<file path="src/rtl/dec_pkg.sv">
// Shared definitions for the one-hot decoder/sequencer: FSM state encoding and mode values.
// Latency: n/a (types and constants only).
// Backpressure: n/a.
package dec_pkg;

    localparam logic [1:0] IDLE_ENC   = 2'b00;
    localparam logic [1:0] DIRECT_ENC = 2'b01;
    localparam logic [1:0] SCAN_ENC   = 2'b10;

    typedef enum logic [1:0] {
        ST_IDLE   = IDLE_ENC,
        ST_DIRECT = DIRECT_ENC,
        ST_SCAN   = SCAN_ENC
    } state_t;

    localparam logic MODE_DIRECT = 1'b0;
    localparam logic MODE_SCAN   = 1'b1;

endpackage

</file>
<file path="src/rtl/dec_dwell_timer.sv">
// Dwell down-counter: load/reload with a hold count, decrement on request, zero flag.
// Latency: load/decrement take effect at the next clock edge; zero is combinational from the count.
// Backpressure: none; load has priority over decrement.
// Ports: clk, rst (sync, active-high), load, load_val, dec, zero.
module dec_dwell_timer #(
    parameter int W = 4
) (
    input  logic         clk,
    input  logic         rst,
    input  logic         load,
    input  logic [W-1:0] load_val,
    input  logic         dec,
    output logic         zero
);

    logic [W-1:0] cnt;

    always_ff @(posedge clk) begin
        if (rst) begin
            cnt <= '0;
        end else if (load) begin
            cnt <= load_val;
        end else if (dec && (cnt != '0)) begin
            cnt <= cnt - 1'b1;
        end
    end

    assign zero = (cnt == '0);

endmodule

</file>
<file path="src/rtl/onehot_dec_seq.sv">
// Registered SEL_W-to-OUT_W one-hot decoder: DIRECT decodes each accepted select, SCAN walks all lines with a dwell.
// Latency: accepted transfer -> y/y_valid one edge later; scan advances once per dwell+1 cycles.
// Backpressure: in_ready = en & not scanning; en=0 forces IDLE with all-zero output on the next edge.
// Ports: clk, rst (sync, active-high), en, mode, in_valid, in_ready, sel, dwell -> y, y_valid, scan_wrap.
// Build option DEC_TRISTATE_EN: y floats ('z) whenever y_valid=0 instead of driving zero.
module onehot_dec_seq
    import dec_pkg::*;
#(
    parameter int SEL_W   = 3,
    parameter int OUT_W   = 1 << SEL_W,
    parameter int DWELL_W = 4
) (
    input  logic               clk,
    input  logic               rst,
    input  logic               en,
    input  logic               mode,
    input  logic               in_valid,
    output logic               in_ready,
    input  logic [SEL_W-1:0]   sel,
    input  logic [DWELL_W-1:0] dwell,
    output logic [OUT_W-1:0]   y,
    output logic               y_valid,
    output logic               scan_wrap
);

    localparam logic [SEL_W:0]   OUT_W_C  = (SEL_W+1)'(OUT_W);
    localparam logic [SEL_W-1:0] LAST_IDX = SEL_W'(OUT_W - 1);

    function automatic logic [OUT_W-1:0] onehot(input logic [SEL_W-1:0] i);
        logic [OUT_W-1:0] one;
        one = OUT_W'(1);
        return one << i;
    endfunction

    state_t               state_q, state_d;
    logic [SEL_W-1:0]     idx_q, idx_d;
    logic [OUT_W-1:0]     y_q, y_d;
    logic                 y_valid_d;
    logic                 scan_wrap_d;
    logic [DWELL_W-1:0]   dwell_lat_q, dwell_lat_d;
    logic                 timer_load;
    logic [DWELL_W-1:0]   timer_load_val;
    logic                 timer_dec;
    logic                 timer_zero;

    logic                 accept;
    logic                 sel_ok;
    logic [SEL_W-1:0]     scan_start;
    logic [SEL_W-1:0]     scan_next;

    assign in_ready   = en && (state_q != ST_SCAN);
    assign accept     = in_valid && in_ready;
    assign sel_ok     = ({1'b0, sel} < OUT_W_C);
    // An out-of-range start index begins the scan at line 0.
    assign scan_start = sel_ok ? sel : '0;
    assign scan_next  = (idx_q == LAST_IDX) ? '0 : idx_q + 1'b1;

    always_comb begin
        state_d        = state_q;
        idx_d          = idx_q;
        y_d            = y_q;
        y_valid_d      = y_valid;
        scan_wrap_d    = 1'b0;
        dwell_lat_d    = dwell_lat_q;
        timer_load     = 1'b0;
        timer_load_val = dwell;
        timer_dec      = 1'b0;

        if (!en) begin
            state_d   = ST_IDLE;
            idx_d     = '0;
            y_d       = '0;
            y_valid_d = 1'b0;
        end else if (accept) begin
            if (mode == MODE_SCAN) begin
                state_d        = ST_SCAN;
                idx_d          = scan_start;
                y_d            = onehot(scan_start);
                y_valid_d      = 1'b1;
                dwell_lat_d    = dwell;
                timer_load     = 1'b1;
                timer_load_val = dwell;
            end else begin
                state_d = ST_DIRECT;
                if (sel_ok) begin
                    idx_d     = sel;
                    y_d       = onehot(sel);
                    y_valid_d = 1'b1;
                end else begin
                    y_d       = '0;
                    y_valid_d = 1'b0;
                end
            end
        end else if (state_q == ST_SCAN) begin
            if (timer_zero) begin
                idx_d          = scan_next;
                y_d            = onehot(scan_next);
                scan_wrap_d    = (idx_q == LAST_IDX);
                timer_load     = 1'b1;
                timer_load_val = dwell_lat_q;
            end else begin
                timer_dec = 1'b1;
            end
        end
    end

    always_ff @(posedge clk) begin
        if (rst) begin
            state_q     <= ST_IDLE;
            idx_q       <= '0;
            y_q         <= '0;
            y_valid     <= 1'b0;
            scan_wrap   <= 1'b0;
            dwell_lat_q <= '0;
        end else begin
            state_q     <= state_d;
            idx_q       <= idx_d;
            y_q         <= y_d;
            y_valid     <= y_valid_d;
            scan_wrap   <= scan_wrap_d;
            dwell_lat_q <= dwell_lat_d;
        end
    end

    dec_dwell_timer #(
        .W(DWELL_W)
    ) u_dwell (
        .clk      (clk),
        .rst      (rst),
        .load     (timer_load),
        .load_val (timer_load_val),
        .dec      (timer_dec),
        .zero     (timer_zero)
    );

`ifdef DEC_TRISTATE_EN
    assign y = y_valid ? y_q : {OUT_W{1'bz}};
`else
    assign y = y_q;
`endif

endmodule
</file>
<file path="config.mk">
export PLATFORM = sky130hd
export DESIGN_NAME = onehot_dec_seq
export DESIGN_NICKNAME = d
export VERILOG_FILES = /design/src/rtl/dec_pkg.sv /design/src/rtl/dec_dwell_timer.sv /design/src/rtl/onehot_dec_seq.sv
export SDC_FILE = /design/constraint.sdc
export NUM_CORES = 1
export LEC_CHECK = 0
export ABC_CLOCK_PERIOD_IN_PS = 3700
export CELL_PAD_IN_SITES_DETAIL_PLACEMENT = 0
export CELL_PAD_IN_SITES_GLOBAL_PLACEMENT = 1
export CORE_AREA = 2 2 63 65
export DETAILED_ROUTE_END_ITERATION = 10
export DIE_AREA = 0 0 65 67
export MAX_ROUTING_LAYER = met4
export PLACE_DENSITY_LB_ADDON = 0.1
export SETUP_SLACK_MARGIN = 0.05
export SYNTH_ARGS = -nofsm -noshare
export SYNTH_HDL_FRONTEND = slang
export SYNTH_HIERARCHICAL = 1
export SYNTH_SLANG_ARGS = --single-unit
</file>
<file path="constraint.sdc">
create_clock -name clk -period 3.7 [get_ports clk]
set_input_delay 0.37 -clock clk [delete_from_list [all_inputs] [get_ports clk]]
set_output_delay 0.37 -clock clk [all_outputs]
set_load 0.1 [all_outputs]
</file>
* After elaboration in Yosys (flattened, before gate mapping)
Index checks and enable logic that the tools add are counted.
Word-level totals: bits in registers 23, input port bits 12, output and inout port bits 11, word-level logic and storage cells 52
Operators by class: add/sub/neg operators 2, equal/unequal tests 3, shift-type cells 2, muxes and demuxes 23, bitwise logic cells 3, reduce and logical (&&, ||, !) cells 12
Operators by type and width (count):
- $mux 4 | 6
- $mux 8 | 3
- $shl 1x3->8 const A | 2
- $mux 3 | 4
- $mux 1 | 9
- $reduce_bool 2->1 | 3
- $reduce_or 5->1 | 1
- $logic_not 4->1 | 1
- $reduce_bool 4->1 | 1
- $sub 4x1->4 const B | 1
- $add 3x1->3 const B | 1
- $eq 3x3->1 const B | 1
- $logic_and 1x1->1 | 3
- $not 1->1 | 3
- $reduce_and 3->1 | 1
- $eq 2x2->1 const B | 1
- $mux 2 | 1
- $ne 2x2->1 const B | 1
- $reduce_and 2->1 | 1
- $reduce_or 2->1 | 1

* Longest topological paths before layout
Gate-level depths: netlist (run 1).
word-level depth 8, gate-level depth with buffers 11, gate-level depth less buffers 10

* Cells and area by module
Netlist (run 1), hierarchy kept.
By module, submodules not included:
- onehot_dec_seq | times used 1, cells an instance 113, area an instance 984.7 um^2, sequential area each 380.4 um^2
- dec_dwell_timer | times used 1, cells an instance 29, area an instance 262.8 um^2, sequential area each 80.1 um^2

* Worst setup path before layout (run 1)
OpenSTA, ideal clock, no wires.
path kind flip-flop to flip-flop, start register u_dwell.cnt[1], end register u_dwell.cnt[1], setup time 122 ps, arrival time 2182 ps, required time 3578 ps, path slack 1396 ps, cell stages (with the launch flop) 12, path buffers 1, clock period less this slack 2304 ps, path through dfxtp_1 inv_1 ha_1 or3b_4 inv_1 and3b_1 buf_2 nand2_1 mux2_2 nand2_1 nor2_1 a311o_1
Between the ends: elaborated cells on any way between the ends 19, classes of those cells add/sub: 1; mux: 14; reduce/logical: 4
RTL lines:
- from (decl) | line dec_dwell_timer.sv:16 | logic [W-1:0] cnt;
- from (signal assigned) | line dec_dwell_timer.sv:22 | cnt <= load_val;
- from (signal assigned) | line dec_dwell_timer.sv:24 | cnt <= cnt - 1'b1;
- $logic_not 4->1 | line dec_dwell_timer.sv:28 | assign zero = (cnt == '0);
- via timer_zero | line onehot_dec_seq.sv:44 | logic timer_zero;
- $mux 4 | line onehot_dec_seq.sv:95 | if (timer_zero) begin
- $mux 4 | line onehot_dec_seq.sv:94 | end else if (state_q == ST_SCAN) begin
- $mux 4 | line onehot_dec_seq.sv:74 | end else if (accept) begin
- $mux 4 | line onehot_dec_seq.sv:69 | if (!en) begin
- via timer_load_val[1] | line onehot_dec_seq.sv:42 | logic [DWELL_W-1:0] timer_load_val;
- $mux 4 | line dec_dwell_timer.sv:21 | end else if (load) begin
The timed path passes the listed nets, and every way through them passes these cells. The select of a mux whose other input is x is not followed. A chain may end at the register's enable or synchronous reset.

* Final worst setup path (run 1)
start register u_dwell.cnt[1], end register u_dwell.cnt[3]
Between the ends: longest elaborated chain between the ends 7, elaborated cells on any way between the ends 19, classes of those cells add/sub: 1; mux: 14; reduce/logical: 4
RTL lines:
- $logic_not 4->1 | line dec_dwell_timer.sv:28
- via timer_zero | line onehot_dec_seq.sv:44
- $mux 1 | line onehot_dec_seq.sv:95
- $mux 1 | line onehot_dec_seq.sv:94
- $mux 1 | line onehot_dec_seq.sv:74
- $mux 1 | line onehot_dec_seq.sv:69
- via timer_dec | line onehot_dec_seq.sv:43 | logic timer_dec;
- $logic_and 1x1->1 | line dec_dwell_timer.sv:23 | end else if (dec && (cnt != '0)) begin
- $reduce_bool 2->1 (no line)
The timed path passes the listed nets, and every way through them passes these cells. The select of a mux whose other input is x is not followed.

==> flow_summary_export.csv, run 1 <==
group,metric,value,unit
synth,post_synth_edffs,0,
floorplanning,top_level_ports,23,
route,drt_first_iter_violations,36,
power_and_ir_drop,finalPower,532,uW
min_path,min-delay-start,"y[7]$_SDFFE_PP0P_",
route,vias,1086,
synth,ys_async_sr_fraction,0,%
sta,layout_worst_path_cycle_share,70.5,%
synth,synthesis.area_per_instance,8.78,um^2
placed_design,placed_area,1480,um^2
layout,syn_to_layout_area_delta,22.6,%
layout,final_nets,179,
floorplanning,standard_cell_core_area,3610,um^2
sta,maximum_clock_skew_at_final_layout,5.55,ps
synth,netlist.top_cell.by_area,"sky130_fd_sc_hd__dfxtp_1",
cts,postCtsSetupBuffers,0,
worst_setup_path,worst_ep_arrival_time,2750,ps
floorplanning,fp.dieArea,4360,um^2
synth,synth_cell_type_count,36,
global_route,antenna_found_initial,0,
power_and_ir_drop,power.ir.vdd_worst,0.109,mV
layout,antenna-diode-count,0,
cts,clock_insertion_delay_worst_skew,260,ps
floorplanning,die_y,67,um
worst_setup_path,r2r_setup_slack,1090,ps
layout,final_core_utilization,42.4,%
cts,cts_root_buffer,"sky130_fd_sc_hd__clkbuf_8",
worst_setup_path,cp_cell_sequence,"inv_1, ha_1, or3b_4, inv_1, nor3b_1, nor4b_2, mux2i_1, a211oi_1",
sta,fin_tns_setup,0,ps
global_route,groute.usage.overall,15.2,%
synth,netlist_top_cells_count,"sky130_fd_sc_hd__nand2_1 (24), sky130_fd_sc_hd__dfxtp_1 (23), sky130_fd_sc_hd__a21oi_1 (13), sky130_fd_sc_hd__nor2_1 (13), sky130_fd_sc_hd__inv_1 (7)",
route,postRouteAntennaNets,0,
global_route,grt-ovfl-total,0,
sta,hold_viol,0,
layout,final_cell_area,1530,um^2
route,detail_route.drc_violations,0,
sta,max_slew.worst_pin.slew,966,ps
cts,numCtsBuffers,3,
power_and_ir_drop,static-leakage-power,0.000508,uW
synth,seq_area_frac_synth,36.9,%
synth,synth.top_cell.area_share,36.9,%
cts,cts.repair.resized,0,
worst_setup_path,setup.worst_path.end_class,"register",
cts,ctsHoldBuffers,0,
worst_setup_path,crit_fanout,7,
status,outcome,"finished clean",
worst_setup_path,critical_path.most_common_cell,"sky130_fd_sc_hd__inv_1",
synth,postSynthNetCount,157,
synth,synth_most_common_cell,"sky130_fd_sc_hd__nand2_1",
worst_setup_path,cp-startpoint,"u_dwell/cnt[1]$_SDFFE_PP0P_",
job,cap_violations,0,
route,avgViaCountPerCell,5.15,
sta,setup_viol,0,
worst_setup_path,reg2reg_to,"u_dwell/cnt[3]$_SDFFE_PP0P_",
route,drtPass1Iterations,4,
synth,postSynthRegisterBits,23,
cts,htreeDepth,1,
worst_setup_path,path_buf_inv,2,
cts,cts_tree,"built",
power_and_ir_drop,cellPowerDensity,348,nW/um^2
route,drt-total-wl,2.93,mm
sta,final.min_clock_period,2610,ps
worst_setup_path,timing.reg2reg.worst_path_depth,8,
worst_setup_path,rr_startpoint,"u_dwell/cnt[1]$_SDFFE_PP0P_",
worst_setup_path,critical_path.max_stage_delay,740,ps
placed_design,dpl.hpwl,2.19,mm
cts,numClockSinks,23,
sta,fmax,383,MHz
global_route,grt_first_pass_wirelength,5.02,mm
synth,synth_area_leaders,"sky130_fd_sc_hd__dfxtp_1 (37%), sky130_fd_sc_hd__nand2_1 (7.2%), sky130_fd_sc_hd__a21oi_1 (5.2%), sky130_fd_sc_hd__a2111oi_4 (4.4%), sky130_fd_sc_hd__nor2_1 (3.9%)",
floorplanning,placementRows,22,
sta,timing.final.max_slew_violations,0,
placed_design,placement.io_buffers,22,
synth,syn_inst,142,
worst_setup_path,cp.required,3840,ps
min_path,worstHoldPathCells,2,
placed_design,gp_routability_congestion,0.851,
cts,cts.reportedPaths.clkPinSlew,90,ps
synth,synthFlopType,"sky130_fd_sc_hd__dfxtp_1",
global_route,first_global_vias,1114,
worst_setup_path,timing.critical_path.max_delay_family,"simple AND/OR/NAND/NOR gates",
cts,maximum_buffer_depth_of_the_clock_tree,2,
min_path,holdCritPathClass,"reg -> reg",
layout,drive_gt1_share,10.4,%
worst_setup_path,worstSetupPathType,"reg -> reg",
synth,synth-warning-count,6,
synth,synth_area,1250,um^2
floorplanning,initial_core_util,34.6,%
route,wl_cell,13.9,um
worst_setup_path,critical_path_slowest_stage_cell,"sky130_fd_sc_hd__nor3b_1",
global_route,grt_start_max_net_pins,16,
sta,rsz0062_at_grt,"no",
worst_setup_path,sort_of_element_at_the_start_of_the_critical_path,"register",
floorplanning,fp.dieW,65,um
sta,max-slew-margin-rel,35.4,%
min_path,holdPathEnd,"y[7]$_SDFFE_PP0P_",
## through the flow
step / worst slack, ps / std cells / hold slack, ps
after floorplan: 1400 / 142 / 428
after global placement: 1250 / 207 / 443
after detailed placement: 1110 / 207 / 447
after CTS: 1090 / 211 / 459
after global routing: 810 / 211 / 480
final: 1090 / 211 / 454
## sequential cells by signal, indices dropped and copies added, names as in the netlist
register,count
y_valid,1
u_dwell/cnt,4
idx_q,3
y,8
state_q,2
scan_wrap,1
dwell_lat_q,4
## layout by cell type, fill, tap and decap left out, types with 4 or more instances in the layout
| cell type | count |
|---|---|
| sky130_fd_sc_hd__inv_1 | 7 |
| sky130_fd_sc_hd__o21ai_0 | 4 |
| sky130_fd_sc_hd__dfxtp_1 | 23 |
| sky130_fd_sc_hd__a311oi_1 | 5 |
| sky130_fd_sc_hd__nand2_1 | 24 |
| sky130_fd_sc_hd__a21oi_1 | 13 |
| sky130_fd_sc_hd__clkdlybuf4s50_1 | 21 |
| sky130_fd_sc_hd__nand3_1 | 6 |
| sky130_fd_sc_hd__mux2_2 | 4 |
| sky130_fd_sc_hd__o21ai_1 | 6 |
| sky130_fd_sc_hd__nor2_1 | 13 |
## area by class of cell
cell class | count | area (um^2)
Fill cell | 371 | 2080
Sequential cell | 23 | 460
Multi-Input combinational cell | 107 | 718
Clock buffer | 3 | 41.3
Timing Repair Buffer | 22 | 218
Inverter | 7 | 26.3
Tap cell | 48 | 60.1
Clock inverter | 1 | 5.00
## worst max-delay path by stage
stage	slack, ps	end	depth (start not counted)
6_report	1090	u_dwell/cnt[3]$_SDFFE_PP0P_	8
5_1_grt	810	u_dwell/cnt[3]$_SDFFE_PP0P_	8
4_1_cts	1090	u_dwell/cnt[3]$_SDFFE_PP0P_	8
3_5_place_dp	1110	u_dwell/cnt[3]$_SDFFE_PP0P_	8
3_3_place_gp	1250	u_dwell/cnt[3]$_SDFFE_PP0P_	8
2_1_floorplan	1400	u_dwell/cnt[1]$_SDFFE_PP0P_	11
## cell families after synthesis
logic type / share of synthesized area, %
DFF: 36.9
buffers and inverters: 5.52
adders and majority gates: 3.01
muxes: 4.41
AOI/OAI and AO/OA: 25.5
and+or+nand+nor: 24.7
## metal layers
metal	global-route usage (%)	vias up	wire length, um
met1	16.4	513	1330
met4	5.59	0	24
li1	-	554	-
met2	28.4	17	1500
met5	-	-	0
met3	2.03	2	74
## tightest hold or removal path: stages, from the launching register on
cell and delay [ps]:
sky130_fd_sc_hd__dfxtp_1 310, sky130_fd_sc_hd__nand2_1 50, sky130_fd_sc_hd__a21oi_1 50
## where the power goes
part	internal (uW)	total, uW	switching (uW)	leakage, uW
clock	75.1	157	82.3	0.0000255
sequential	256	263	7.02	0.000187
combinational	43.6	112	68.6	0.000295
No activity file was read; power rests on OpenSTA's default activity.
==> run 2, diff against run 1 <==
ABC_CLOCK_PERIOD_IN_PS = 2550   (was 3700)
clock period = 2.55 ns   (was 3.7 ns; I/O delays follow)
==> run 2 against run 1 <==
Setup slack got worse by 860 ps. Critical path depth rose by 2. Via count rose by 1.5%. Non-clock buffer count rose by 3. First-iteration DRC count fell by 25%. Routed wire length rose by 1.3%. Sequential power rose by 45%. Final cell count rose by 1.4%. Critical path type unchanged. Critical endpoint is now u_dwell/cnt[1]$_SDFFE_PP0P_. Largest cell class unchanged.
==> flow_summary_export.csv, run 2 (synthesized netlist as in run 1, its figures left out) <==
group,metric,value,unit
min_path,min-delay-start,"y[1]$_SDFFE_PP0P_",
global_route,grt-ovfl-total,0,
worst_setup_path,worstSetupPathType,"reg -> reg",
sta,timing.final.max_slew_violations,0,
layout,final_nets,182,
global_route,first_global_vias,1143,
layout,final_cell_area,1530,um^2
sta,final.min_clock_period,2320,ps
cts,maximum_buffer_depth_of_the_clock_tree,2,
cts,numClockSinks,23,
placed_design,dpl.hpwl,2.29,mm
floorplanning,standard_cell_core_area,3610,um^2
cts,htreeDepth,1,
layout,antenna-diode-count,0,
worst_setup_path,cp.required,2700,ps
worst_setup_path,cp-startpoint,"u_dwell/cnt[1]$_SDFFE_PP0P_",
floorplanning,placementRows,22,
layout,max_ffs_per_register,8,
sta,hold_viol,0,
worst_setup_path,sort_of_element_at_the_start_of_the_critical_path,"register",
sta,final.setup.worst_slack,235,ps
cts,cts.repair.resized,0,
status,outcome,"finished clean",
global_route,groute.usage.overall,15.8,%
job,cap_violations,0,
floorplanning,fp.dieW,65,um
cts,cts_tree,"built",
sta,max-slew-margin-rel,61.1,%
min_path,holdPathEnd,"y[1]$_SDFFE_PP0P_",
sta,layout_worst_path_cycle_share,90.8,%
layout,syn_to_layout_area_delta,22.6,%
sta,whs,454,ps
floorplanning,top_level_ports,23,
cts,cts_root_buffer,"sky130_fd_sc_hd__clkbuf_8",
worst_setup_path,critical_path.most_common_cell,"sky130_fd_sc_hd__inv_1",
worst_setup_path,rr_startpoint,"u_dwell/cnt[1]$_SDFFE_PP0P_",
placed_design,pre_cts_ws,187,ps
worst_setup_path,critical_path.max_stage_delay,440,ps
global_route,grt_first_pass_wirelength,5.08,mm
worst_setup_path,r2r_setup_slack,230,ps
power_and_ir_drop,static-leakage-power,0.000544,uW
cts,cts.reportedPaths.clkPinSlew,90,ps
placed_design,placed_area,1480,um^2
worst_setup_path,timing.reg2reg.worst_path_depth,10,
worst_setup_path,worst_ep_arrival_time,2470,ps
floorplanning,initial_core_util,34.6,%
worst_setup_path,setup.worst_path.end_class,"register",
sta,rsz0062_at_grt,"no",
power_and_ir_drop,cellPowerDensity,506,nW/um^2
route,vias,1102,
cts,ctsHoldBuffers,0,
worst_setup_path,cp_cell_sequence,"inv_1, ha_1, or3b_4, inv_1, and3b_1, nand2_2, mux2_2, nand2_1, nor2_1, a311o_1",
sta,fmax,432,MHz
worst_setup_path,crit_fanout,5,
sta,setup_viol,0,
route,drtPass1Iterations,4,
route,postRouteAntennaNets,0,
worst_setup_path,reg2reg_to,"u_dwell/cnt[1]$_SDFFE_PP0P_",
power_and_ir_drop,power.ir.vdd_worst,0.219,mV
sta,fin_tns_setup,0,ps
global_route,grt_start_max_net_pins,16,
global_route,antenna_found_initial,0,
layout,drive_gt1_share,18.7,%
min_path,holdCritPathClass,"reg -> reg",
cts,postCtsSetupBuffers,0,
route,drt_first_iter_violations,27,
route,avgViaCountPerCell,5.15,
floorplanning,fp.dieArea,4360,um^2
min_path,worstHoldPathCells,2,
sta,max_slew.worst_pin.slew,584,ps
cts,numCtsBuffers,3,
placed_design,gp_routability_congestion,0.858,
layout,layout_common_cells,"sky130_fd_sc_hd__nand2_1 (23), sky130_fd_sc_hd__dfxtp_1 (23), sky130_fd_sc_hd__buf_4 (14), sky130_fd_sc_hd__nor2_1 (13), sky130_fd_sc_hd__a21oi_1 (13)",
floorplanning,die_y,67,um
placed_design,placement.io_buffers,22,
route,drt-total-wl,2.96,mm
cts,clock_insertion_delay_worst_skew,260,ps
route,wl_cell,13.9,um
sta,maximum_clock_skew_at_final_layout,4.63,ps
worst_setup_path,critical_path_slowest_stage_cell,"sky130_fd_sc_hd__or3b_4",
route,detail_route.drc_violations,0,
==> run 2: area by class of cell <==
type                       count  area [um^2]
clock buffer                   3         41.3
timing repair buffer          25          215
fill                         393         2080
multi-input combinational    107          721
clock inverter                 1         5.00
tap                           48         60.1
sequential                    23          460
inverter                       7         26.3
==> run 2: layer usage <==
metal | global-route usage (%) | share of wire [%] | vias to the layer above | wire length, um
met5 | - | 0 | - | 0
met4 | 8.78 | 2.8 | 0 | 84
met3 | 2.53 | 3.5 | 8 | 104
met2 | 28.6 | 51 | 22 | 1520
met1 | 16.5 | 42 | 514 | 1260
li1 | - | - | 558 | -
==> run 2: worst max-delay path: cells and delay by family (launching register included) <==
family                   cells  cell delay, ps
AO/OA/AOI/OAI                1             310
adder cells (fa/ha/maj)      1             210
buffers and inverters        2             220
flip-flops                   1             330
multiplexers                 1             290
AND/OR/NAND/NOR              5             850
==> run 2: worst max-delay path by stage <==
stage | to | slack (ps) | cells after the start
final | u_dwell/cnt[1]$_SDFFE_PP0P_ | 230 | 10
after global routing | u_dwell/cnt[1]$_SDFFE_PP0P_ | 90 | 10
after CTS | u_dwell/cnt[1]$_SDFFE_PP0P_ | 170 | 10
after detailed placement | u_dwell/cnt[1]$_SDFFE_PP0P_ | 190 | 10
after global placement | u_dwell/cnt[1]$_SDFFE_PP0P_ | 270 | 10
after floorplan | u_dwell/cnt[1]$_SDFFE_PP0P_ | 250 | 11
==> run 2: where the power goes <==
part | total [uW] | switching, uW | internal, uW
Sequential | 381 | 10.0 | 371
Clock | 227 | 118 | 109
Combinational | 165 | 99.9 | 65.1
Total | 773 | 228 | 545
==> run 2: stage by stage <==
stage                     std cells  util (%)  total power [uW]
after floorplan                 142         -               505
after global placement          210      41.0               552
after detailed placement        210      41.0               555
after CTS                       214      42.3               786
after global routing            214      42.4               823
final                           214      42.4               773
